## src/rtl/serial_adder_n.sv

```systemverilog
// Bit-serial WIDTH-bit adder/subtractor: one full-adder cell, LSB first,
// WIDTH clocks per operation with a one-cycle done pulse on completion.
module serial_adder_n #(
    parameter int WIDTH = 8,
    parameter int CNT_W = $clog2(WIDTH)
) (
    input  logic             clk,
    input  logic             rst,
    input  logic             start,
    input  logic             sub,
    input  logic [WIDTH-1:0] op_a,
    input  logic [WIDTH-1:0] op_b,
    input  logic             carry_in,
    output logic             busy,
    output logic             done,
    output logic [WIDTH-1:0] sum,
    output logic             carry_out,
    output logic             overflow
);

    typedef enum logic {IDLE, RUN} state_t;

    localparam logic [CNT_W-1:0] LAST_BIT = CNT_W'(WIDTH - 1);

    state_t           state;
    state_t           next_state;
    logic [WIDTH-1:0] a_reg;
    logic [WIDTH-1:0] b_reg;
    logic             c_reg;
    logic [CNT_W-1:0] cnt;
    logic             bit_s;
    logic             bit_c;
    logic             load;
    logic             last;

    always_comb begin
        bit_s = a_reg[0] ^ b_reg[0] ^ c_reg;
        bit_c = (a_reg[0] & b_reg[0]) | (a_reg[0] & c_reg) | (b_reg[0] & c_reg);
    end

    always_comb begin
        next_state = state;
        load       = 1'b0;
        last       = 1'b0;
        case (state)
            IDLE: begin
                if (start) begin
                    load       = 1'b1;
                    next_state = RUN;
                end
            end
            RUN: begin
                if (cnt == LAST_BIT) begin
                    last       = 1'b1;
                    next_state = IDLE;
                end
            end
            default: next_state = IDLE;
        endcase
    end

    always_ff @(posedge clk or posedge rst) begin
        if (rst) begin
            state <= IDLE;
        end else begin
            state <= next_state;
        end
    end

    // Sum bits enter the top of a_reg as operand bits leave the bottom, so
    // a_reg doubles as the result shift register.
    always_ff @(posedge clk or posedge rst) begin
        if (rst) begin
            a_reg <= '0;
            b_reg <= '0;
            c_reg <= 1'b0;
            cnt   <= '0;
        end else if (load) begin
            a_reg <= op_a;
            b_reg <= sub ? ~op_b : op_b;
            c_reg <= sub | carry_in;
            cnt   <= '0;
        end else if (state == RUN) begin
            a_reg <= {bit_s, a_reg[WIDTH-1:1]};
            b_reg <= {1'b0, b_reg[WIDTH-1:1]};
            c_reg <= bit_c;
            cnt   <= cnt + CNT_W'(1);
        end
    end

    // c_reg holds the carry into the MSB on the last bit, giving overflow directly.
    always_ff @(posedge clk or posedge rst) begin
        if (rst) begin
            done      <= 1'b0;
            sum       <= '0;
            carry_out <= 1'b0;
            overflow  <= 1'b0;
        end else begin
            done <= last;
            if (last) begin
                sum       <= {bit_s, a_reg[WIDTH-1:1]};
                carry_out <= bit_c;
                overflow  <= c_reg ^ bit_c;
            end
        end
    end

    assign busy = (state == RUN);

endmodule
```

## config.mk

```make
export PLATFORM = sky130hd
export DESIGN_NAME = serial_adder_n
export DESIGN_NICKNAME = d
export VERILOG_FILES = /design/src/rtl/serial_adder_n.sv
export SDC_FILE = /design/constraint.sdc
export NUM_CORES = 1
export LEC_CHECK = 0
export BUFFER_PORTS_ARGS = -buffer_cell sky130_fd_sc_hd__buf_2
export CAP_MARGIN = 15
export CORE_MARGIN = 3
export CORE_UTILIZATION = 36
export DETAILED_ROUTE_END_ITERATION = 10
export PLACE_DENSITY = 0.64
export SKIP_LAST_GASP = 1
export SYNTH_ARGS = -nofsm -noshare
export SYNTH_HDL_FRONTEND = slang
export SYNTH_SLANG_ARGS = --single-unit
```

## constraint.sdc

```tcl
create_clock -name clk -period 1.43 [get_ports clk]
set_input_delay 0 -clock clk [delete_from_list [all_inputs] [get_ports clk]]
set_output_delay 0 -clock clk [all_outputs]
set_load 0.005 [all_outputs]
```

==> results.json, run 1 <==
{
  "clkSinkCount": 32,
  "syn_nets": 150,
  "dp_hpwl_mm": 2.012,
  "synth_top_area_frac": 0.5259,
  "dr.pass1.iters": 2,
  "viasPerCell": 4.954,
  "peakVddDrop_mv": 0.7715,
  "dieArea_sq_um": 5046,
  "layout-drive-gt1-share": 0.3832,
  "tightest_slew_ns": 0.4888,
  "met3_usage": 0.04119,
  "rsz0062_at_grt": "no",
  "drv_slew": 0,
  "io_pins": 33,
  "yosys_warnings": 0,
  "fmaxAchievable_ghz": 0.7167,
  "grt_use_total": 0.1411,
  "busiest_layer": "met2",
  "synth_largest_area_cell": "dfrtp_1",
  "dp_cells": 206,
  "cp.required_ns": 1.61,
  "clock_skew_ns": 0.007348,
  "die_w_um": 71.04,
  "critical_path_peak_fanout": 6,
  "grt_start_max_net_pins": 33,
  "vias": 1075,
  "min_period_ns": 1.395,
  "finish.utilization": 0.4780,
  "synth_edf_count": 0,
  "final_cells": 217,
  "finalHoldViolCount": 0,
  "synth_ff_type": "dfrtp_1",
  "max-slew-margin-rel": 0.6741,
  "setup-violations-final": 0,
  "cts_buffers": 5,
  "synth_cell_type_count": 24,
  "grt_pass1_wl_mm": 5.540,
  "syn_area_per_cell_sq_um": 12.09,
  "place_congestion": 0.7350,
  "grtUsageMet1": 0.1734,
  "cts_buffer_depth": 2,
  "maxCapViolCount": 0,
  "slowest_delay_ns": 0.38,
  "path_cells": "ha_2 > ha_4 > nand2_4 > buf_12 > mux2_2",
  "powerDensity_nw_per_um2": 1998,
  "synthCells": 126,
  "wl_per_cell_um": 13.88,
  "p_leak_nw": 0.9430,
  "async_flop_share": 1.000,
  "grt_pass1_vias": 1206,
  "drtAntennaViolNets": 0,
  "hold_ws_ns": 0.01026,
  "h-tree-depth": 2,
  "clk_latency_ns": 0.29,
  "routed_wl_mm": 3.012,
  "cp-end-kind": "flop",
  "outcome": "finished, final reports clean",
  "yosys-top-cells-count": "dfrtp_1 (32), nand2_1 (18), o21ai_0 (10), mux2_4 (9)",
  "overflow": 0,
  "ys_ff_latch": 32,
  "crit_path_start_kind": "flop",
  "area_growth_pct": 26.46,
  "rows": 23,
  "grt_antenna_before_repair": 0,
  "antenna_cells": 0,
  "nNetsFinal": 190,
  "drtIter0Drc": 47,
  "synth.top_cells.by_area": "dfrtp_1 (53%), mux2_4 (8.9%), mux2i_1 (5.3%)",
  "critPathKind": "flop to flop",
  "die_y_um": 71.04,
  "start_util": 0.3780,
  "finalCritPeriodShare": 0.9758,
  "synth_area_sq_um": 1523,
  "grt_use_met2": 0.2266,
  "seq_area_frac_synth": 0.5259,
  "total_power_mw": 3.847,
  "cts_tree": "built",
  "drcViolationCount": 0,
  "reg2reg_slack_ns": 0.03,
  "hold_path.class": "input pin to flop",
  "place.port_buffers": 32,
  "cp.arrival_ns": 1.57,
  "path_clk_slew_ns": 0.07,
  "cts_root_buffer": "clkbuf_8",
  "yosysMostFrequentCell": "dfrtp_1",
  "core_sq_um": 4029,
  "worst_path_max_delay_cell": "dfrtp_1"
}
==> placed cells by master, fill, tap and decap left out <==
cell | Yosys | final
fa_2 | 0 | 1
ha_4 | 0 | 1
o31ai_1 | 1 | 1
buf_16 | 0 | 1
clkbuf_1 | 0 | 1
or3b_1 | 6 | 6
bufinv_16 | 0 | 1
mux2_2 | 2 | 2
buf_2 | 4 | 32
nand2_4 | 0 | 1
buf_12 | 0 | 1
xor2_1 | 1 | 1
clkbuf_8 | 0 | 5
mux2_4 | 9 | 9
inv_1 | 3 | 3
or3b_2 | 1 | 1
buf_4 | 2 | 7
o21ai_0 | 10 | 10
clkinv_2 | 0 | 1
nand2_1 | 18 | 17
a22o_1 | 1 | 1
o211ai_1 | 7 | 7
nor3b_1 | 1 | 1
ha_2 | 0 | 1
dlygate4sd3_1 | 0 | 1
a211oi_1 | 1 | 1
nand2b_1 | 2 | 2
mux2i_1 | 8 | 8
xnor2_1 | 8 | 8
dfrtp_1 | 32 | 32
nor2_1 | 3 | 3
==> final timing paths <==
kind                                from        to  depth (start not counted)
worst min register to register  b_reg[2]  b_reg[1]                          2
max in group asynchronous            rst  b_reg[3]                          4
worst max register to register    cnt[0]    sum[6]                          5
min in group asynchronous            rst    sum[0]                          4
worst min-delay path             op_a[6]  a_reg[6]                          3
worst max-delay path              cnt[0]    sum[6]                          5
==> final cells by class <==
cell class / instances / area [sq um]
inverter: 3 / 11.26
clock buffer: 6 / 72.57
multi-input combinational: 82 / 673.1
sequential: 32 / 800.8
clock inverter: 2 / 35.03
timing repair buffer: 42 / 270.3
tap: 50 / 62.56
fill: 396 / 2103
==> kinds of logic (layout without fill, tap and decap cells) <==
kind of cell,Yosys count,count (layout),share of synthesized area
DFF,32,32,0.5259
AOI/OAI and AO/OA,20,20,0.08300
adders and majority gates,3,3,0.02958
and+or+nand+nor,31,31,0.1052
muxes,19,19,0.1561
buffers and inverters,12,53,0.04847
xor gates and xnor gates,9,9,0.05177
==> metrics by stage <==
| stage | area [sq um] | setup slack [ns] | setup TNS [ns] |
|---|---|---|---|
| 4_1_cts | 1906 | 0.01946 | 0 |
| 5_1_grt | 1926 | 0.006901 | 0 |
| 6_report | 1926 | 0.03465 | 0 |
| 2_1_floorplan | 1523 | 0.02581 | 0 |
| 3_3_place_gp | 1748 | -0.009970 | -0.009970 |
| 3_5_place_dp | 1748 | -0.03629 | -0.07408 |
==> metal layers <==
| layer | vias to the layer above | wire (um) |
|---|---|---|
| li1 | 508 | - |
| met1 | 527 | 1305 |
| met2 | 32 | 1429 |
| met3 | 8 | 210 |
| met4 | 0 | 66 |
| met5 | - | 0 |
==> worst max-delay path: cells and delay by family, from the launching register on <==
family        cells  cell delay, ns
flops             1            0.38
fa+ha+maj         2            0.36
mux               1            0.32
buf+inv           1            0.13
simple gates      1            0.09
==> power breakdown <==
group / switching [mW] / internal, mW
combinational: 0.573 / 0.813
clock: 0.337 / 0.517
sequential: 0.281 / 1.33
==> timing repair <==
| item | in CTS | in global routing |
|---|---|---|
| hold buffers | 1 | 0 |
| resized for setup | 5 | 2 |
| setup buffers | 0 | 1 |
| setup endpoints to repair | 10 | 3 |
| cloned | 1 | 0 |
| hold endpoints to repair | 32 | 0 |
(Power assumes the default switching activity.)
==> run 2: changes to the inputs <==
CTS_BUF_LIST = sky130_fd_sc_hd__clkbuf_4 sky130_fd_sc_hd__clkbuf_8 sky130_fd_sc_hd__clkbuf_16   (was not set)
==> run 2 against run 1 <==
Against the previous run: setup slack about the same; clock power grew 2%; first-iteration DRC count up 4.3%; non-clock buffer count unchanged; largest power group unchanged; register-to-register slack about the same; worst hold slack lost 0.0020 ns; routed wire length shrank 0.43%; sequential power barely moved; sequential share of layout area is 0.081 points lower; cell area rose by 0.19%; critical path depth is the same.
==> results.json, run 2 (same netlist as run 1, synthesis figures left out) <==
{
  "design_area_sq_um": 1929,
  "drv_slew": 0,
  "clock_skew_ns": 0.007465,
  "place_congestion": 0.7350,
  "dp_hpwl_mm": 2.012,
  "cts_buffers": 5,
  "grt_pass1_vias": 1191,
  "grt_start_max_net_pins": 33,
  "final_cells": 217,
  "overflow": 0,
  "placed_cell_area_sq_um": 1748,
  "core_sq_um": 4029,
  "hold_start": "op_a[6]",
  "drtAntennaViolNets": 0,
  "clk_latency_ns": 0.29,
  "layout.cells.most_common_list": "dfrtp_1 (32), buf_2 (32), nand2_1 (17), o21ai_0 (10), mux2_4 (9)",
  "cp-end-kind": "flop",
  "worstRegToRegCells": 5,
  "layout-drive-gt1-share": 0.3892,
  "grt_pass1_wl_mm": 5.478,
  "total_power_mw": 3.861,
  "pre_cts_ws_ns": -0.03629,
  "die_w_um": 71.04,
  "maxCapViolCount": 0,
  "finish.utilization": 0.4789,
  "place.port_buffers": 32,
  "critPathKind": "flop to flop",
  "cts_root_buffer": "clkbuf_8",
  "path_clk_slew_ns": 0.07,
  "drtIter0Drc": 49,
  "wl_per_cell_um": 13.82,
  "nNetsFinal": 190,
  "critical_path_peak_fanout": 6,
  "cts_tree": "built",
  "grt_antenna_before_repair": 0,
  "fmaxAchievable_ghz": 0.7165,
  "io_pins": 33,
  "setup-violations-final": 0,
  "antenna_cells": 0,
  "p_leak_nw": 0.9464,
  "h-tree-depth": 2,
  "finalWorstSetupSlack_ns": 0.03442,
  "dp_cells": 206,
  "cp-startpoint": "cnt[0]",
  "dr.pass1.iters": 2,
  "cp.required_ns": 1.61,
  "dieArea_sq_um": 5046,
  "whs_path_depth": 3,
  "viasPerCell": 4.912,
  "cp.arrival_ns": 1.57,
  "tightest_slew_ns": 0.4903,
  "finalCritPeriodShare": 0.9759,
  "crit_path_start_kind": "flop",
  "clkSinkCount": 32,
  "r2r_start": "cnt[0]",
  "hold_path.class": "input pin to flop",
  "max-slew-margin-rel": 0.6732,
  "cts_buffer_depth": 2,
  "peakVddDrop_mv": 0.7720,
  "start_util": 0.3780,
  "die_y_um": 71.04,
  "drcViolationCount": 0,
  "finalHoldViolCount": 0,
  "vias": 1066,
  "rsz0062_at_grt": "no",
  "routed_wl_mm": 2.999,
  "min_period_ns": 1.396,
  "outcome": "finished, final reports clean",
  "powerDensity_nw_per_um2": 2001,
  "rows": 23,
  "grt_use_total": 0.1399,
  "area_growth_pct": 26.71
}
run 2: what timing repair did:
action | CTS | global route
hold buffers | 1 | 0
setup endpoints to repair | 10 | 3
hold endpoints to repair | 32 | 0
cloned | 1 | 0
buffers inserted | 0 | 1
gates resized for setup | 5 | 2
run 2: power breakdown:
part           internal, mW  switching [mW]
Sequential             1.33           0.280
Combinational         0.813           0.570
Clock                 0.536           0.337
run 2: worst max-delay path, cell delays in order (launching register included):
cell	delay, ns
dfrtp_1	0.38
ha_2	0.20
ha_4	0.16
nand2_4	0.09
buf_12	0.13
mux2_2	0.32
run 2: cell type report:
class,count,area (sq um)
clock buffer,6,76.32
clock inverter,2,35.03
fill,396,2100
inverter,3,11.26
multi-input combinational,82,673.1
sequential,32,800.8
tap,50,62.56
timing repair buffer,42,270.3
run 2: per-stage QoR:
stage / setup TNS [ns] / hold slack, ns
6_report: 0 / 0.008257
5_1_grt: 0 / 0.03940
4_1_cts: 0 / 0.007727
3_5_place_dp: -0.07408 / 0.1103
3_3_place_gp: -0.009970 / 0.09706
2_1_floorplan: 0 / 0.1162
run 2: worst paths after layout:
check / to / slack (ns)
setup / recovery: sum[6] / 0.03
hold / removal: a_reg[6] / 0.008
setup reg to reg: sum[6] / 0.03
hold reg to reg: b_reg[1] / 0.49
max in group asynchronous: cnt[0] / 0.78
min in group asynchronous: sum[0] / 0.34
run 2: routing by layer:
| metal | wire length [um] | global-route usage | up-vias |
|---|---|---|---|
| met1 | 1299 | 0.1725 | 517 |
| li1 | - | - | 509 |
| met4 | 65 | 0.06889 | 0 |
| met3 | 210 | 0.04119 | 8 |
| met2 | 1423 | 0.2235 | 32 |
| met5 | 0 | 0 | - |
